## config.mk

```make
export PLATFORM = sky130hd
export DESIGN_NAME = read_preamble_detect_flat
export DESIGN_NICKNAME = d
export VERILOG_FILES = /design/src/rtl/read_preamble_detect_if.sv /design/src/rtl/read_preamble_detect.sv /design/src/flat_wrapper.sv
export SDC_FILE = /design/constraint.sdc
export NUM_CORES = 1
export LEC_CHECK = 0
export CORE_ASPECT_RATIO = 0.5
export CORE_MARGIN = 5
export CORE_UTILIZATION = 30
export DETAILED_ROUTE_END_ITERATION = 12
export GPL_ROUTABILITY_DRIVEN = 0
export PLACE_DENSITY_LB_ADDON = 0.3
export SETUP_SLACK_MARGIN = 0.05
export SYNTH_ARGS = -nofsm -noshare
export SYNTH_HDL_FRONTEND = slang
export SYNTH_SLANG_ARGS = --single-unit
```

## constraint.sdc

```tcl
create_clock -name i_clk -period 5.3 [get_ports i_clk]
set_input_delay 1.06 -clock i_clk [delete_from_list [all_inputs] [get_ports i_clk]]
set_output_delay 1.06 -clock i_clk [all_outputs]
set_load 0.02 [all_outputs]
```

## src/rtl/read_preamble_detect_if.sv

```systemverilog
// read_preamble_detect_if: read-path bus between the command/capture logic and the DQS preamble detector
//   i_rd_en          read command pulse
//   i_pre_pattern    expected read preamble, [7:6] first
//   i_post_pattern   expected DQS pair after the last data clk
//   i_dqs_bits       sampled DQS pair ([1] earlier)
//   i_dq             two DQ beats ([2*DQ_WIDTH-1:DQ_WIDTH] first)
//   o_data           captured beats
//   o_data_valid     o_data valid
//   o_preamble_found preamble matched pulse
//   o_preamble_err   hunt timeout pulse
//   o_postamble_err  postamble mismatch pulse
//   o_cmd_overflow   dropped read request pulse
//   o_busy           detector not idle
interface read_preamble_detect_if #(parameter int DQ_WIDTH = 8);
  logic                  i_rd_en;
  logic [7:0]            i_pre_pattern;
  logic [1:0]            i_post_pattern;
  logic [1:0]            i_dqs_bits;
  logic [2*DQ_WIDTH-1:0] i_dq;
  logic [2*DQ_WIDTH-1:0] o_data;
  logic                  o_data_valid;
  logic                  o_preamble_found;
  logic                  o_preamble_err;
  logic                  o_postamble_err;
  logic                  o_cmd_overflow;
  logic                  o_busy;
  modport master (
    output i_rd_en, i_pre_pattern, i_post_pattern, i_dqs_bits, i_dq,
    input  o_data, o_data_valid, o_preamble_found, o_preamble_err, o_postamble_err, o_cmd_overflow, o_busy
  );
  modport slave (
    input  i_rd_en, i_pre_pattern, i_post_pattern, i_dqs_bits, i_dq,
    output o_data, o_data_valid, o_preamble_found, o_preamble_err, o_postamble_err, o_cmd_overflow, o_busy
  );
endinterface

```

## src/rtl/read_preamble_detect.sv

```systemverilog
// read_preamble_detect: hunts the sampled DQS stream for the read preamble, captures the burst, checks the postamble
//   i_clk  system clock
//   i_rst  asynchronous active-low reset
//   bus    read-path bus (slave side): request, patterns, DQS/DQ in; data, status pulses, busy out
module read_preamble_detect #(
  parameter int DQ_WIDTH  = 8,
  parameter int BURST_LEN = 16,
  parameter int TIMEOUT   = 15
) (
  input logic                  i_clk,
  input logic                  i_rst,
  read_preamble_detect_if.slave bus
);
  localparam int N  = BURST_LEN / 2;
  localparam int BW = $clog2(N + 1);
  localparam int CW = $clog2(TIMEOUT + 1);
  typedef enum logic [1:0] {IDLE, HUNT, DATA, POST} state_t;
  state_t                state_q, state_d;
  logic [7:0]            pre_q, pre_d;
  logic [5:0]            sh_q, sh_d;
  logic [CW-1:0]         hunt_cnt_q, hunt_cnt_d;
  logic [BW-1:0]         beat_q, beat_d;
  logic [1:0]            pending_q, pending_d;
  logic [2*DQ_WIDTH-1:0] data_q, data_d;
  logic                  valid_q, valid_d;
  logic                  found_q, found_d;
  logic                  pre_err_q, pre_err_d;
  logic                  post_err_q, post_err_d;
  logic                  ovf_q, ovf_d;
  logic                  match, rd_act, inc, dec, has_pend, enter;
  always_comb begin
    state_d    = state_q;
    pre_d      = pre_q;
    sh_d       = sh_q;
    hunt_cnt_d = hunt_cnt_q;
    beat_d     = beat_q;
    data_d     = data_q;
    valid_d    = 1'b0;
    found_d    = 1'b0;
    pre_err_d  = 1'b0;
    post_err_d = 1'b0;
    dec        = 1'b0;
    enter      = 1'b0;
    match      = {sh_q, bus.i_dqs_bits} == pre_q;
    // requests only queue while a burst is in flight; IDLE and POST start a hunt directly
    rd_act     = bus.i_rd_en && (state_q == HUNT || state_q == DATA);
    inc        = rd_act && pending_q != 2'd3;
    ovf_d      = rd_act && pending_q == 2'd3;
    has_pend   = pending_q != 2'd0 || inc;
    case (state_q)
      IDLE: begin
        state_d = bus.i_rd_en ? HUNT : IDLE;
        enter   = bus.i_rd_en;
      end
      HUNT: begin
        sh_d = {sh_q[3:0], bus.i_dqs_bits};
        if (match) begin
          state_d = DATA;
          found_d = 1'b1;
          beat_d  = '0;
        end else if (hunt_cnt_q == CW'(TIMEOUT - 1)) begin
          pre_err_d = 1'b1;
          state_d   = has_pend ? HUNT : IDLE;
          enter     = has_pend;
          dec       = has_pend;
        end else begin
          hunt_cnt_d = hunt_cnt_q + 1'b1;
        end
      end
      DATA: begin
        data_d  = bus.i_dq;
        valid_d = 1'b1;
        beat_d  = beat_q + 1'b1;
        // a queued read on the last data clk skips the postamble and re-hunts (interamble)
        if (beat_q == BW'(N - 1)) begin
          state_d = has_pend ? HUNT : POST;
          enter   = has_pend;
          dec     = has_pend;
        end
      end
      POST: begin
        post_err_d = bus.i_dqs_bits != bus.i_post_pattern;
        state_d    = bus.i_rd_en ? HUNT : IDLE;
        enter      = bus.i_rd_en;
      end
    endcase
    if (enter) begin
      pre_d      = bus.i_pre_pattern;
      sh_d       = '0;
      hunt_cnt_d = '0;
    end
    pending_d = pending_q + {1'b0, inc} - {1'b0, dec};
  end
  always_ff @(posedge i_clk or negedge i_rst) begin
    if (!i_rst) begin
      state_q    <= IDLE;
      pre_q      <= '0;
      sh_q       <= '0;
      hunt_cnt_q <= '0;
      beat_q     <= '0;
      pending_q  <= '0;
      data_q     <= '0;
      valid_q    <= 1'b0;
      found_q    <= 1'b0;
      pre_err_q  <= 1'b0;
      post_err_q <= 1'b0;
      ovf_q      <= 1'b0;
    end else begin
      state_q    <= state_d;
      pre_q      <= pre_d;
      sh_q       <= sh_d;
      hunt_cnt_q <= hunt_cnt_d;
      beat_q     <= beat_d;
      pending_q  <= pending_d;
      data_q     <= data_d;
      valid_q    <= valid_d;
      found_q    <= found_d;
      pre_err_q  <= pre_err_d;
      post_err_q <= post_err_d;
      ovf_q      <= ovf_d;
    end
  end
  assign bus.o_data           = data_q;
  assign bus.o_data_valid     = valid_q;
  assign bus.o_preamble_found = found_q;
  assign bus.o_preamble_err   = pre_err_q;
  assign bus.o_postamble_err  = post_err_q;
  assign bus.o_cmd_overflow   = ovf_q;
  assign bus.o_busy           = state_q != IDLE;
endmodule

```

## src/flat_wrapper.sv

```systemverilog
// flat-port wrapper written by rule: the top's interface ports become plain ports
module read_preamble_detect_flat 
#(
  parameter int DQ_WIDTH  = 8,
  parameter int BURST_LEN = 16,
  parameter int TIMEOUT   = 15
)
  (i_clk, i_rst, bus_i_rd_en, bus_i_pre_pattern, bus_i_post_pattern, bus_i_dqs_bits, bus_i_dq, bus_o_data, bus_o_data_valid, bus_o_preamble_found, bus_o_preamble_err, bus_o_postamble_err, bus_o_cmd_overflow, bus_o_busy);
  read_preamble_detect_if #(.DQ_WIDTH(DQ_WIDTH)) bus_i ();
  input logic i_clk;
  input logic i_rst;
  input wire logic [$bits(bus_i.i_rd_en)-1:0] bus_i_rd_en;
  input wire logic [$bits(bus_i.i_pre_pattern)-1:0] bus_i_pre_pattern;
  input wire logic [$bits(bus_i.i_post_pattern)-1:0] bus_i_post_pattern;
  input wire logic [$bits(bus_i.i_dqs_bits)-1:0] bus_i_dqs_bits;
  input wire logic [$bits(bus_i.i_dq)-1:0] bus_i_dq;
  output wire logic [$bits(bus_i.o_data)-1:0] bus_o_data;
  output wire logic [$bits(bus_i.o_data_valid)-1:0] bus_o_data_valid;
  output wire logic [$bits(bus_i.o_preamble_found)-1:0] bus_o_preamble_found;
  output wire logic [$bits(bus_i.o_preamble_err)-1:0] bus_o_preamble_err;
  output wire logic [$bits(bus_i.o_postamble_err)-1:0] bus_o_postamble_err;
  output wire logic [$bits(bus_i.o_cmd_overflow)-1:0] bus_o_cmd_overflow;
  output wire logic [$bits(bus_i.o_busy)-1:0] bus_o_busy;
  assign bus_i.i_rd_en = bus_i_rd_en;
  assign bus_i.i_pre_pattern = bus_i_pre_pattern;
  assign bus_i.i_post_pattern = bus_i_post_pattern;
  assign bus_i.i_dqs_bits = bus_i_dqs_bits;
  assign bus_i.i_dq = bus_i_dq;
  assign bus_o_data = bus_i.o_data;
  assign bus_o_data_valid = bus_i.o_data_valid;
  assign bus_o_preamble_found = bus_i.o_preamble_found;
  assign bus_o_preamble_err = bus_i.o_preamble_err;
  assign bus_o_postamble_err = bus_i.o_postamble_err;
  assign bus_o_cmd_overflow = bus_i.o_cmd_overflow;
  assign bus_o_busy = bus_i.o_busy;
  read_preamble_detect #(.DQ_WIDTH(DQ_WIDTH), .BURST_LEN(BURST_LEN), .TIMEOUT(TIMEOUT)) u_core (.i_clk(i_clk), .i_rst(i_rst), .bus(bus_i));
endmodule
```

==> impl_metrics.ini, run 1 <==
[sta]
hold_viol_final = 0
setup_tns_ps = 0
hold_slack_ps = 506
tightestPinTransition_ps = 1070
slew_headroom_pct = 28.6
finalClockSkew_ps = 6.00
timing.final.crit_period_ps = 3220
fmax_mhz = 311
final_max_slew_viol_count = 0
finalSetupViolCount = 0
period_share_pct = 60.8
fin_ws_ps = 2080
rsz0062_at_grt = false

[place]
dp.cells = 327
place_ws_ps = 1800
hpwlAfterDp_um = 3370
numPortBuffers = 52
postPlaceCellArea_um2 = 2820

[cells_and_area]
area_growth_pct = 34.8
postLayoutCellArea_um2 = 2980
fin_nets = 278
drive_above_1_share_pct = 14.6
regArea_um2 = 1180
multi_input_area_um2 = 978
fillerInstances = 694
final_util_pct = 41.2
diodes = 0
final_cells = 335

[critical_path]
path_cells = clkdlybuf4s50_1, xnor2_1, nand4_1, o21ai_0, buf_4, nor2_1, o211a_1, ha_1, inv_1, ha_1, xnor2_1, xnor2_1
cp.depth = 12
startpoint = bus_i_dqs_bits[1]
r2r_end = u_core.pre_q[0]
path_class = in -> reg
crit_path_top_delay_cell = clkdlybuf4s50_1
worstPathRequired_ps = 5500
cp-endpoint = u_core.pending_q[1]
crit_buf_inv = 3
reg2reg_slack_ps = 2200
critPathLaunchType = primary input
endpoint_kind = flop
r2r_start = u_core.state_q[0]
reg2reg_depth = 7
cp_max_fo = 13
crit_top_cell = xnor2_1
critPathMaxStageDelay_ps = 550
crit_family = buffers and inverters
arrival_ps = 3430

[run_status]
status = finished clean

[drt]
ant_nets = 0
wl_per_cell_um = 13.9
dr.pass1.iters = 4
wirelength_um = 4670
num_vias = 1557
first_iter_violations = 58
vias_per_cell = 4.65
drc = 0

[logic_synthesis]
synth_top_cell_area_share_pct = 53.2
async_flop_share_pct = 100
synth_cell_types = 37
syn_inst = 184
syn_nets = 224
synth_warnings = 0
synth_commonest_cells = dfrtp_1 (47), nand2_1 (17), mux2_2 (16)
synth-main-ff-cell = dfrtp_1
yosysMostFrequentCell = dfrtp_1
synth_edf_count = 0
yosysTopAreaCell = dfrtp_1
synth_area_um2 = 2210
synth_area_per_cell_um2 = 12.0
netlist_top_cells_area = dfrtp_1 (53%), mux2_2 (8.1%), mux2_4 (5.4%)
yosysSeqAreaShare_pct = 53.2
synth-seq-cells = 47

[pwr]
powerDensity_nw_per_um2 = 479
p_clk_share_pct = 23.2
p_switching_uw = 468
power.total_mw = 1.43
power_frac_seq_pct = 39.5
combPwrFrac_pct = 37.3
p_sw_share_pct = 32.8
cellLeakagePower_nw = 1.34
internal_power_uw = 959
irDropWorstVdd_uv = 139

[clocking]
clk_pin_slew_worst_paths_ps = 60
cts_tree = yes
ctsHoldBuffers = 0
cts_htree_levels = 2
cts_root_buffer = clkbuf_16
numCtsBuffers = 5
cts.sink_count = 47
clk_latency_ps = 290
cts_max_path_buffers = 2
cts_setup_buffers = 0
cts_resized = 0

[floorplanning]
initial_utilization_pct = 30.5
die-area_um2 = 9290
rows = 22
core_area_um2 = 7240
die_y_um = 70.7
die_w_um = 131
pin_count = 53

[job]
maxCapViolations = 0

[global_routing]
grt_usage_pct = 10.7
grt_overflow_total = 0
grt_max_degree = 48
antenna_found_initial = 0
grt_pass1_vias = 1666
grt_first_pass_wirelength_um = 8040

[hold_path]
hold_class = reg -> reg
-- final cells by class --
class,count,share of cell area [%]
timing repair buffer,53,17.5
tap,96,4.03
clock buffer,8,5.25
multi-input combinational,124,32.8
inverter,7,0.882
sequential,47,39.5
-- metal layers --
| layer | track usage, % | routed length, µm | vias up | share of wire (%) |
|---|---|---|---|---|
| li1 | - | - | 754 | - |
| met1 | 12.9 | 2120 | 767 | 45 |
| met2 | 17.8 | 2270 | 28 | 49 |
| met3 | 3.27 | 194 | 8 | 4.2 |
| met4 | 5.13 | 82 | 0 | 1.8 |
| met5 | 0 | 0 | - | 0 |
-- worst min path at each step --
stage                                      from                     to  slack [ps]  cells past startpoint
after floorplan             u_core.pending_q[1]    u_core.pending_q[1]         490                      1
after global placement     u_core.bus.o_data[3]   u_core.bus.o_data[3]         490                      1
after detailed placement  u_core.bus.o_data[13]  u_core.bus.o_data[13]         500                      1
after CTS                 u_core.bus.o_data[13]  u_core.bus.o_data[13]         510                      1
after global routing      u_core.bus.o_data[13]  u_core.bus.o_data[13]         520                      1
final                     u_core.bus.o_data[13]  u_core.bus.o_data[13]         510                      1
-- state kept, by name, summed over array words and instances, names as in the netlist --
name and count:
u_core.beat_q 4, u_core.bus.o_cmd_overflow 1, u_core.bus.o_data 16, u_core.bus.o_data_valid 1, u_core.bus.o_postamble_err 1, u_core.bus.o_preamble_err 1
u_core.bus.o_preamble_found 1, u_core.hunt_cnt_q 4, u_core.pending_q 2, u_core.pre_q 8, u_core.sh_q 6, u_core.state_q 2
-- cell usage in the layout, fill, tap and decap left out, types with 4 or more instances in the layout --
cell	netlist	final
a21oi_1	4	4
nor2_1	10	10
mux2_4	8	8
o21ai_0	7	7
ha_1	9	9
clkbuf_16	0	5
xnor2_1	12	12
inv_1	7	7
o22ai_1	6	6
dfrtp_1	47	47
mux2_2	16	16
nand2_1	17	17
nand3_1	6	6
clkdlybuf4s50_1	0	51
-- power by group through the flow --
stage	logic [mW]	clock network (mW)	registers [mW]
2_1_floorplan	0.328	0	0.595
3_3_place_gp	0.529	0	0.567
3_5_place_dp	0.540	0	0.571
4_1_cts	0.543	0.346	0.566
5_1_grt	0.584	0.359	0.581
6_report	0.532	0.332	0.564
-- logic make-up after synthesis --
logic type                 synth area share [%]
AOI/OAI and AO/OA                          11.0
xor gates and xnor gates                   4.75
adders and majority gates                  5.09
buffers and inverters                      2.55
DFF                                        53.2
muxes                                      13.6
and+or+nand+nor                            9.85
No activity file was read; power rests on OpenSTA's default activity.
==> run 2, diff against run 1 <==
clock period = 3.16 ns   (was 5.3 ns; I/O delays follow)
==> run 2 against run 1 <==
Effect of this change:
- sequential share of layout area decreased by 0.62 points
- global-route usage decreased by 0.16 points
- clock power increased by 86%
- register-to-register slack got worse by 1600 ps
- final cell count increased by 1.2%
- clock-buffer cell count decreased by 2
- non-clock buffer count increased by 4
- die area unchanged
- flip-flop and latch count unchanged
- wire length increased by 0.34%
- first-iteration DRC count decreased by 55%
- worst setup slack got worse by 1500 ps
- critical path type unchanged
- largest cell class unchanged
==> impl_metrics.ini, run 2 (same netlist as run 1, synthesis figures left out) <==
[run_status]
status = finished clean

[critical_path]
reg2reg_slack_ps = 600
reg2reg_depth = 7
r2r_start = u_core.state_q[0]
worstPathRequired_ps = 3370
critPathLaunchType = primary input
path_class = in -> reg
arrival_ps = 2840
r2r_end = u_core.pre_q[5]
endpoint_kind = flop
cp_max_fo = 3

[clocking]
clk_pin_slew_worst_paths_ps = 70
cts_max_path_buffers = 2
cts_tree = yes
cts_setup_buffers = 0
cts_resized = 0
ctsHoldBuffers = 0
cts_htree_levels = 2
cts_root_buffer = clkbuf_16
cts.sink_count = 47
clk_latency_ps = 290
numCtsBuffers = 5

[cells_and_area]
fin_nets = 282
drive_above_1_share_pct = 16.5
fillerInstances = 676
postLayoutCellArea_um2 = 3030
mostFrequentLayoutCells = clkdlybuf4s50_1 (51), dfrtp_1 (47), nand2_1 (17)
final_util_pct = 41.8
area_growth_pct = 37.0
final_common_cell = clkdlybuf4s50_1
largest_register_ff_count = 16
diodes = 0

[floorplanning]
rows = 22
initial_utilization_pct = 30.5
die_w_um = 131
pin_count = 53
die_y_um = 70.7
die-area_um2 = 9290
core_area_um2 = 7240

[sta]
setup_tns_ps = 0
rsz0062_at_grt = false
fmax_mhz = 381
hold_viol_final = 0
slew_headroom_pct = 46.2
period_share_pct = 83.0
tightestPinTransition_ps = 807
timing.final.crit_period_ps = 2620
fin_ws_ps = 536
finalSetupViolCount = 0
final_max_slew_viol_count = 0
finalClockSkew_ps = 7.60

[drt]
ant_nets = 0
wl_met3_um = 168
met1Wirelength_um = 2260
num_vias = 1572
drc = 0
top_layer_used = met4
wl_per_cell_um = 13.8
dr.pass1.iters = 3
wirelength_um = 4680
first_iter_violations = 26
vias_per_cell = 4.64
route.met2.wl_um = 2210

[global_routing]
grt_max_degree = 36
grt_overflow_total = 0
antenna_found_initial = 0
grt_pass1_vias = 1673
grt_usage_pct = 10.6
grt_first_pass_wirelength_um = 8020

[pwr]
internal_power_mw = 1.67
irDropWorstVdd_uv = 241
p_sw_share_pct = 32.2
p_switching_uw = 794
powerDensity_nw_per_um2 = 815
combPwrFrac_pct = 36.5
p_clk_share_pct = 25.1
cellLeakagePower_nw = 1.37
power_frac_seq_pct = 38.4
power.total_mw = 2.47

[place]
postPlaceCellArea_um2 = 2850
place_ws_ps = 231
numPortBuffers = 52
hpwlAfterDp_um = 3360

[hold_path]
hold_class = in -> async

[job]
maxCapViolations = 0
-- run 2: metrics by stage --
| stage | std cells | hold WS (ps) |
|---|---|---|
| 5_1_grt | 339 | 524 |
| 2_1_floorplan | 184 | 336 |
| 4_1_cts | 339 | 469 |
| 3_5_place_dp | 331 | 494 |
| 3_3_place_gp | 331 | 491 |
| 6_report | 339 | 438 |
-- run 2: worst max path at each step --
stage	from	endpoint	slack, ps	cells after the start
after global placement	bus_i_dqs_bits[1]	u_core.pending_q[1]	270	11
after floorplan	bus_i_dqs_bits[1]	u_core.pending_q[1]	560	11
after CTS	bus_i_dqs_bits[0]	u_core.pending_q[1]	540	11
after detailed placement	bus_i_dqs_bits[0]	u_core.pending_q[1]	230	11
after global routing	bus_i_dqs_bits[1]	u_core.pending_q[1]	300	11
final	bus_i_dqs_bits[0]	u_core.pending_q[1]	540	11
-- run 2: critical path: stages --
cell and delay, ps:
clkdlybuf4s50_1 540, xnor2_1 130, nand4_1 180, o21ai_0 250, nor2_1 90, o211a_1 210, ha_1 270, inv_1 30
ha_1 200, xnor2_1 170, xnor2_1 130
-- run 2: power by group through the flow --
stage	registers [mW]	clock network, mW	logic (mW)
6_report	0.948	0.618	0.900
5_1_grt	0.977	0.665	0.987
4_1_cts	0.950	0.643	0.910
3_5_place_dp	0.959	0	0.908
3_3_place_gp	0.951	0	0.896
2_1_floorplan	0.997	0	0.550
-- run 2: area by class of cell --
class	count	area [µm²]	area share (%)
Multi-Input combinational cell	124	978	32.3
Tap cell	96	120	3.97
Clock buffer	6	139	4.59
Sequential cell	47	1180	38.8
Inverter	7	26.3	0.868
Clock inverter	2	35.0	1.16
Timing Repair Buffer	57	553	18.3
-- run 2: layer usage --
| layer | global-route usage, % | up-vias |
|---|---|---|
| li1 | - | 759 |
| met1 | 13.5 | 786 |
| met2 | 16.9 | 25 |
| met3 | 3.27 | 2 |
| met4 | 4.10 | 0 |
| met5 | 0 | - |
==> run 3, diff against run 2 <==
clock period = 2.7 ns   (was 3.16 ns; I/O delays follow)
==> run 3 against run 2 <==
Effect of this change:
- via count increased by 2.0%
- sequential power up 17%
- core utilization rose by 1.1 points
- first-iteration DRC count is 130% higher
- final cell count rose by 2.4%
==> impl_metrics.ini, run 3 (same netlist as run 1, synthesis figures left out) <==
[run_status]
status = finished clean

[cells_and_area]
area_growth_pct = 40.5
fin_nets = 290
diodes = 0
final_common_cell = clkdlybuf4s50_1
fillerInstances = 677
mostFrequentLayoutCells = clkdlybuf4s50_1 (51), dfrtp_1 (47), nand2_1 (17)
drive_above_1_share_pct = 19.1
final_util_pct = 42.9
largest_register_ff_count = 16

[critical_path]
critPathMaxStageDelay_ps = 500
path_cells = clkdlybuf4s50_1, xnor2_1, nand4_1, o21ai_1, nor2_1, o211a_1, ha_1, inv_1, ha_1, xnor2_1, xnor2_1
reg2reg_slack_ps = 310
r2r_start = u_core.state_q[1]
critPathLaunchType = primary input
arrival_ps = 2600
crit_path_top_delay_cell = clkdlybuf4s50_1
path_class = in -> reg
crit_top_cell = xnor2_1
worstPathRequired_ps = 2910
r2r_end = u_core.pre_q[0]
reg2reg_depth = 7
cp_max_fo = 2
endpoint_kind = flop

[sta]
finalSetupViolCount = 0
fmax_mhz = 419
hold_viol_final = 0
fin_ws_ps = 312
slew_headroom_pct = 62.6
final_max_slew_viol_count = 0
rsz0062_at_grt = false
tightestPinTransition_ps = 561
setup_tns_ps = 0
period_share_pct = 88.4
finalClockSkew_ps = 7.04
timing.final.crit_period_ps = 2390
hold_slack_ps = 241

[drt]
wl_per_cell_um = 13.7
first_iter_violations = 61
num_vias = 1603
dr.pass1.iters = 4
wirelength_um = 4750
vias_per_cell = 4.62
drc = 0
ant_nets = 0

[pwr]
cellLeakagePower_nw = 1.41
powerDensity_nw_per_um2 = 970
power.total_mw = 3.01
irDropWorstVdd_uv = 361

[clocking]
cts_tree = yes
clk_latency_ps = 290
cts_htree_levels = 2
numCtsBuffers = 5
cts_root_buffer = clkbuf_16
clk_pin_slew_worst_paths_ps = 70
ctsHoldBuffers = 0
cts_max_path_buffers = 2
cts.sink_count = 47

[place]
hpwlAfterDp_um = 3550
place_ws_ps = -79.3
numPortBuffers = 52

[floorplanning]
core_area_um2 = 7240
die_w_um = 131
die-area_um2 = 9290
rows = 22
initial_utilization_pct = 30.5
pin_count = 53
die_y_um = 70.7

[global_routing]
grt_pass1_vias = 1729
grt_usage_pct = 10.9
grt_first_pass_wirelength_um = 8360
grt_overflow_total = 0
antenna_found_initial = 0
grt_max_degree = 26

[job]
maxCapViolations = 0

[hold_path]
hold_class = in -> async
-- run 3: worst max path at each step --
stage                       from                  end
6_report       bus_i_dqs_bits[1]  u_core.pending_q[1]
5_1_grt        bus_i_dqs_bits[0]  u_core.pending_q[1]
4_1_cts        bus_i_dqs_bits[1]  u_core.pending_q[1]
3_5_place_dp   bus_i_dqs_bits[1]  u_core.pending_q[1]
3_3_place_gp   bus_i_dqs_bits[1]  u_core.pending_q[1]
2_1_floorplan  bus_i_dqs_bits[1]  u_core.pending_q[1]
-- run 3: routing by layer --
metal | vias to the layer above | part of all wire (%) | global-route usage (%) | wire, µm
li1 | 773 | - | - | -
met1 | 800 | 47 | 13.9 | 2250
met2 | 25 | 48 | 18.3 | 2260
met3 | 5 | 4.0 | 3.20 | 189
met4 | 0 | 1.1 | 3.42 | 54
met5 | - | 0 | 0 | 0
-- run 3: layout make-up --
type / count / area (µm²) / share of cell area, %
Multi-Input combinational cell: 124 / 978 / 31.5
Sequential cell: 47 / 1180 / 37.9
Clock buffer: 5 / 125 / 4.03
Clock inverter: 3 / 67.6 / 2.17
Timing Repair Buffer: 65 / 613 / 19.7
Inverter: 7 / 26.3 / 0.846
Tap cell: 96 / 120 / 3.87
-- run 3: worst max-delay path: cells and delay by family --
family / cells / cell delay, ps
simple gates: 2 / 220
buf+inv: 2 / 540
xor+xnor: 3 / 430
compound gates: 2 / 410
fa+ha+maj: 2 / 470
-- run 3: power by group --
part | leakage, nW | internal [mW] | switching, mW
clock | 0.0900 | 0.530 | 0.271
sequential | 0.621 | 0.930 | 0.177
combinational | 0.698 | 0.602 | 0.501
total | 1.41 | 2.06 | 0.950
-- run 3: what timing repair did --
item | 4_1_cts | 5_1_grt
setup endpoints to repair | 0 | 1
buffers inserted | 0 | 0
gates resized for setup | 0 | 1
-- run 3: through the flow --
stage,instance area [µm²],instances
finish,3110,347
CTS,3110,347
global placement,2910,339
floorplan,2210,184
detailed placement,2910,339
global route,3110,347
